`src/rtl/comb_equiv_pkg.sv`:
```
// Shared types for the exhaustive equivalence sweeper: FSM state encoding.
// Optional build macro used by the sweeper: STOP_ON_FAIL_EN.
package comb_equiv_pkg;

    localparam int STATE_W = 2;

    typedef enum logic [STATE_W-1:0] {
        IDLE   = 2'd0,
        DRIVE  = 2'd1,
        SAMPLE = 2'd2,
        DONE   = 2'd3
    } state_t;

endpackage

```
`src/rtl/equiv_compare.sv`:
```
// Registered comparator for the sweeper: counts mismatching vectors and
// captures the first (lowest) failing vector of a sweep.
module equiv_compare #(
    parameter int N_IN  = 4,
    parameter int N_OUT = 1
) (
    input  logic              clk,
    input  logic              rst_n,
    input  logic              clear,
    input  logic              sample,
    input  logic [N_IN-1:0]   vec,
    input  logic [N_OUT-1:0]  dut_a,
    input  logic [N_OUT-1:0]  dut_b,
    output logic              mismatch,
    output logic [N_IN:0]     mismatch_cnt,
    output logic [N_IN-1:0]   first_fail_vec,
    output logic              first_fail_valid
);

    assign mismatch = (dut_a != dut_b);

    always_ff @(posedge clk or negedge rst_n) begin
        if (!rst_n) begin
            mismatch_cnt     <= '0;
            first_fail_vec   <= '0;
            first_fail_valid <= 1'b0;
        end else if (clear) begin
            mismatch_cnt     <= '0;
            first_fail_vec   <= '0;
            first_fail_valid <= 1'b0;
        end else if (sample && mismatch) begin
            // Vectors are visited in ascending order, so the first capture is the lowest.
            mismatch_cnt <= mismatch_cnt + (N_IN+1)'(1);
            if (!first_fail_valid) begin
                first_fail_vec   <= vec;
                first_fail_valid <= 1'b1;
            end
        end
    end

endmodule

```
`src/rtl/comb_equiv_sweeper.sv`:
```
// Exhaustive equivalence sweeper: drives every N_IN-bit vector to two implementations,
// holds it HOLD cycles, then compares. Define STOP_ON_FAIL_EN to end at the first mismatch.
module comb_equiv_sweeper
    import comb_equiv_pkg::*;
#(
    parameter int N_IN  = 4,
    parameter int N_OUT = 1,
    parameter int HOLD  = 1
) (
    input  logic              clk,
    input  logic              rst_n,
    input  logic              start,
    output logic [N_IN-1:0]   vec_out,
    input  logic [N_OUT-1:0]  dut_a,
    input  logic [N_OUT-1:0]  dut_b,
    output logic              busy,
    output logic              done,
    output logic              pass,
    output logic [N_IN:0]     mismatch_cnt,
    output logic [N_IN-1:0]   first_fail_vec,
    output logic              first_fail_valid
);

    localparam int SW = (HOLD > 1) ? $clog2(HOLD) : 1;

    state_t         state, next_state;
    logic [N_IN-1:0] vec_q, vec_next;
    logic [SW-1:0]  settle, settle_next;
    logic           clear, sample, mismatch, stop_on_fail;

`ifdef STOP_ON_FAIL_EN
    assign stop_on_fail = 1'b1;
`else
    assign stop_on_fail = 1'b0;
`endif

    always_ff @(posedge clk or negedge rst_n) begin
        if (!rst_n) begin
            state  <= IDLE;
            vec_q  <= '0;
            settle <= '0;
        end else begin
            state  <= next_state;
            vec_q  <= vec_next;
            settle <= settle_next;
        end
    end

    always_comb begin
        next_state  = state;
        vec_next    = vec_q;
        settle_next = settle;
        clear       = 1'b0;
        sample      = 1'b0;
        case (state)
            IDLE, DONE: begin
                if (start) begin
                    next_state  = DRIVE;
                    vec_next    = '0;
                    settle_next = '0;
                    clear       = 1'b1;
                end
            end
            DRIVE: begin
                if (settle == SW'(HOLD - 1)) next_state = SAMPLE;
                else                         settle_next = settle + SW'(1);
            end
            SAMPLE: begin
                sample      = 1'b1;
                settle_next = '0;
                // Vector is held at the last compared value when the sweep ends.
                if ((stop_on_fail && mismatch) || (&vec_q)) begin
                    next_state = DONE;
                end else begin
                    next_state = DRIVE;
                    vec_next   = vec_q + N_IN'(1);
                end
            end
            default: next_state = IDLE;
        endcase
    end

    equiv_compare #(.N_IN(N_IN), .N_OUT(N_OUT)) u_compare (
        .clk              (clk),
        .rst_n            (rst_n),
        .clear            (clear),
        .sample           (sample),
        .vec              (vec_q),
        .dut_a            (dut_a),
        .dut_b            (dut_b),
        .mismatch         (mismatch),
        .mismatch_cnt     (mismatch_cnt),
        .first_fail_vec   (first_fail_vec),
        .first_fail_valid (first_fail_valid)
    );

    assign vec_out = vec_q;
    assign busy    = (state == DRIVE) || (state == SAMPLE);
    assign done    = (state == DONE);
    assign pass    = done && (mismatch_cnt == '0);

endmodule

```
`config.mk`:
```
export PLATFORM = sky130hd
export DESIGN_NAME = comb_equiv_sweeper
export DESIGN_NICKNAME = d
export VERILOG_FILES = /design/src/rtl/comb_equiv_pkg.sv /design/src/rtl/equiv_compare.sv /design/src/rtl/comb_equiv_sweeper.sv
export SDC_FILE = /design/constraint.sdc
export NUM_CORES = 1
export LEC_CHECK = 0
export ABC_CLOCK_PERIOD_IN_PS = 1700
export CORE_MARGIN = 4
export CORE_UTILIZATION = 43
export DETAILED_ROUTE_END_ITERATION = 10
export PLACE_DENSITY = 0.74
export SLEW_MARGIN = 5
export SYNTH_ARGS = -nofsm -noshare
export SYNTH_HDL_FRONTEND = slang
export SYNTH_SLANG_ARGS = --single-unit
```
`constraint.sdc`:
```
create_clock -name clk -period 1.7 [get_ports clk]
set_input_delay 0.17 -clock clk [delete_from_list [all_inputs] [get_ports clk]]
set_output_delay 0.17 -clock clk [all_outputs]
set_load 0.01 [all_outputs]
```
==> flow_summary.yaml <==
run_status:
  outcome: "complete, no violations"
die:
  core_footprint_mm2: 0.00198
  io_pins: 22
  row_count: 16
  chip_height_um: 53.9
  initial_core_utilization_pct: 45.6
  dieWidth_um: 53.9
  design.die.area_mm2: 0.00290
yosys:
  post_synth_xor_area_fraction_pct: 1.94
  synth_compound_gate_area_share_pct: 17.7
  synth-main-ff-cell: "sky130_fd_sc_hd__dfrtp_1"
  ys_seq_elements: 16
  post_synth_num_cell_types: 31
  ys_async_sr_fraction_pct: 100
  gate_count_post_synth: 94
  area_share_of_fa_ha_maj_cells_after_synthesis_pct: 9.68
  syn_area_um2: 905
  synthSimpleGateAreaFrac_pct: 19.2
  dominant_combinational_cell_family_by_area_after_synthesis: "simple AND/OR/NAND/NOR gates"
  seq_area_frac_synth_pct: 44.3
  synth_nets: 106
  syn_area_per_cell_um2: 9.62
  synth_mux_area_share_pct: 2.35
  synth_enable_flop_cells: 0
  ys.warnings.count: 0
detailed_routing:
  num_vias: 823
  postRouteAntennaNets: 0
  vias_per_cell: 5.34
  route.detailed.drc: 0
  drt-pass1-iter-count: 4
  totalWireLength_um: 2170
  drt_iter0_drc: 18
  wl_per_cell_um: 14.1
worst_setup_path:
  worstReg2RegStart: "state[0]"
  cpMaxStageDelayCell: "sky130_fd_sc_hd__clkdlybuf4s50_1"
  critPathArrivalTime_ps: 1470
  r2r_cells: 5
  start_kind: "flip-flop"
  critical_path_class: "flip-flop to output pin"
  crit_family: "buffers and inverters"
  critical_path.endpoint_type: "output pin"
  slowest_delay_ps: 540
  timing.critical_path.fanout_max: 4
  path_cells: "ha_1 > clkdlybuf4s50_1"
  worst_r2r_endpoint: "u_compare.mismatch_cnt[2]"
  buffers_and_inverters_on_the_worst_path: 1
  critical_path_data_required_time_ps: 1530
  r2r_setup_slack_ps: 110
  timing.critical_path.from: "state[1]"
cts:
  clock_sink_total: 16
  cts.path.max_buffers: 2
  cts_tree: "built"
  clk_transition_reported_paths_ps: 100
  clock_latency_ps: 290
  cts_root_buffer: "sky130_fd_sc_hd__clkbuf_4"
  cts-htree-levels: 1
  post_cts_hold_buffer_count: 0
  num_cts_buffers: 3
timing:
  finalClockSkew_ps: 6.19
  tightestPinTransition_ps: 411
  relSlewSlack_pct: 72.4
  drv_slew: 0
  period_share_pct: 96.2
  max_freq_mhz: 611
  setup_violations: 0
  post-route-worst-setup-slack_ps: 63.9
  timing_hold_violations_final: 0
  final_period_minus_worst_setup_slack_ps: 1640
place:
  dp.final_hpwl_um: 1590
  post-place-cells: 149
  place_worst_setup_slack_ps: 27.4
  area_after_detailed_placement_mm2: 0.00121
  gpl.final_weighted_congestion: 0.872
  buffer_ports.inserted: 21
global_routing:
  via_count_of_the_first_global_routing_pass: 842
  global_route.usage.total_pct: 17.3
  pin_count_of_the_biggest_net_entering_global_routing: 17
  grt-ovfl-total: 0
  antenna_violations_before_repair: 0
  grt_pass1_wl_um: 3630
cells_and_area:
  final_nets: 140
  post-route-cell-area_mm2: 0.00128
  final_layout_size_suffix_gt1_share_pct: 18.1
  antennaDiodeCount: 0
  areaGrowthSynthToFinish_pct: 41.2
  fillerInstances: 166
  post_layout_nonfiller_instances: 154
pwr:
  irDropWorstVdd_mv: 0.819
  p_leak_uw: 0.000556
  intPower_uw: 961
  netSwitchingFraction_pct: 38.2
  share_clk_of_total_power_pct: 16.8
  p_per_area_mw_per_mm2: 1220
  switchingPower_uw: 593
  power.share.combinational_pct: 50.6
  seq_power_share_pct: 32.6
run:
  max_cap_viol_count: 0
hold_path:
  hold_class: "primary input to async pin"
-- Yosys cell counts, types with 3 or more instances --
master,number,share of area [%]
sky130_fd_sc_hd__dfrtp_1,16,44
sky130_fd_sc_hd__a21oi_1,10,5.5
sky130_fd_sc_hd__o21ai_0,8,4.4
sky130_fd_sc_hd__ha_1,7,9.7
sky130_fd_sc_hd__o31ai_1,7,5.8
sky130_fd_sc_hd__inv_1,6,2.5
sky130_fd_sc_hd__nand3_1,4,2.2
sky130_fd_sc_hd__nand4b_1,4,3.9
sky130_fd_sc_hd__nand2_1,3,1.2
sky130_fd_sc_hd__nor2_1,3,1.2
-- layout make-up --
| class | instances | area (µm²) | area share [%] |
|---|---|---|---|
| Tap cell | 27 | 33.8 | 2.64 |
| Multi-Input combinational cell | 67 | 482 | 37.7 |
| Timing Repair Buffer | 33 | 298 | 23.3 |
| Inverter | 7 | 26.3 | 2.06 |
| Sequential cell | 16 | 402 | 31.4 |
| Clock buffer | 4 | 36.3 | 2.84 |
-- flip-flops by register name (all words and copies together), names as in the netlist --
register,flops
u_compare.mismatch_cnt,5
u_compare.first_fail_vec,4
vec_out,4
state,2
u_compare.first_fail_valid,1
-- stage by stage --
step | util, % | hold WS, ps | TNS (ps) | power (µW)
after global placement | 61.2 | 514 | 0 | 1240
after CTS | 64.0 | 189 | 0 | 1560
after detailed placement | 61.2 | 518 | 0 | 1250
final | 64.5 | 186 | 0 | 1550
after floorplan | - | -126 | 0 | 901
after global routing | 64.5 | 222 | -3.17 | 1660
-- worst max path at each step --
stage,endpoint,slack [ps],depth (start not counted)
after floorplan,vec_out[3],90,5
after global placement,vec_out[3],80,5
after detailed placement,vec_out[2],30,6
after CTS,done,50,2
after global routing,u_compare.mismatch_cnt[4],-3,6
final,done,60,2
-- cells in the final DEF, fill, tap and decap left out, types with 2 or more instances in the layout --
master / netlist / final
sky130_fd_sc_hd__nor2_1: 3 / 3
sky130_fd_sc_hd__inv_1: 6 / 5
sky130_fd_sc_hd__dlygate4sd2_1: 0 / 2
sky130_fd_sc_hd__nand4b_1: 4 / 4
sky130_fd_sc_hd__nor2b_1: 2 / 2
sky130_fd_sc_hd__nand3_1: 4 / 4
sky130_fd_sc_hd__o21ai_0: 8 / 8
sky130_fd_sc_hd__a21oi_1: 10 / 10
sky130_fd_sc_hd__dfrtp_1: 16 / 15
sky130_fd_sc_hd__nand2b_1: 2 / 2
sky130_fd_sc_hd__nand2_1: 3 / 3
sky130_fd_sc_hd__inv_2: 1 / 2
sky130_fd_sc_hd__ha_1: 7 / 5
sky130_fd_sc_hd__o31ai_1: 7 / 7
sky130_fd_sc_hd__or3_1: 2 / 2
sky130_fd_sc_hd__buf_4: 0 / 12
sky130_fd_sc_hd__clkbuf_4: 0 / 3
sky130_fd_sc_hd__clkdlybuf4s50_1: 0 / 19
-- power groups by stage --
stage | Clock, µW | Combinational (µW) | Sequential, µW
2_1_floorplan | 0 | 388 | 512
3_3_place_gp | 0 | 734 | 503
3_5_place_dp | 0 | 745 | 508
4_1_cts | 271 | 782 | 505
5_1_grt | 275 | 866 | 519
6_report | 261 | 787 | 507
-- what timing repair did --
action | 4_1_cts | 5_1_grt
endpoints found under the setup margin | 2 | 6
resized for setup | 5 | 2
pin swaps | 0 | 0
setup buffers | 1 | 0
-- kinds of logic (layout without fill, tap and decap cells) --
kind of cell,Yosys count,after routing
simple gates,29,29
compound gates,27,27
flops,16,16
buf+inv,11,44
fa+ha+maj,7,7
xor+xnor,2,2
mux,2,2
-- layer usage --
metal / GRT usage (%) / routed length [µm] / share of wire [%]
met5: 0 / 0 / 0
met1: 22.6 / 962 / 44
met2: 27.0 / 1050 / 49
met4: 10.2 / 41 / 1.9
met3: 2.49 / 110 / 5.1
No activity file was read; power rests on OpenSTA's default activity.
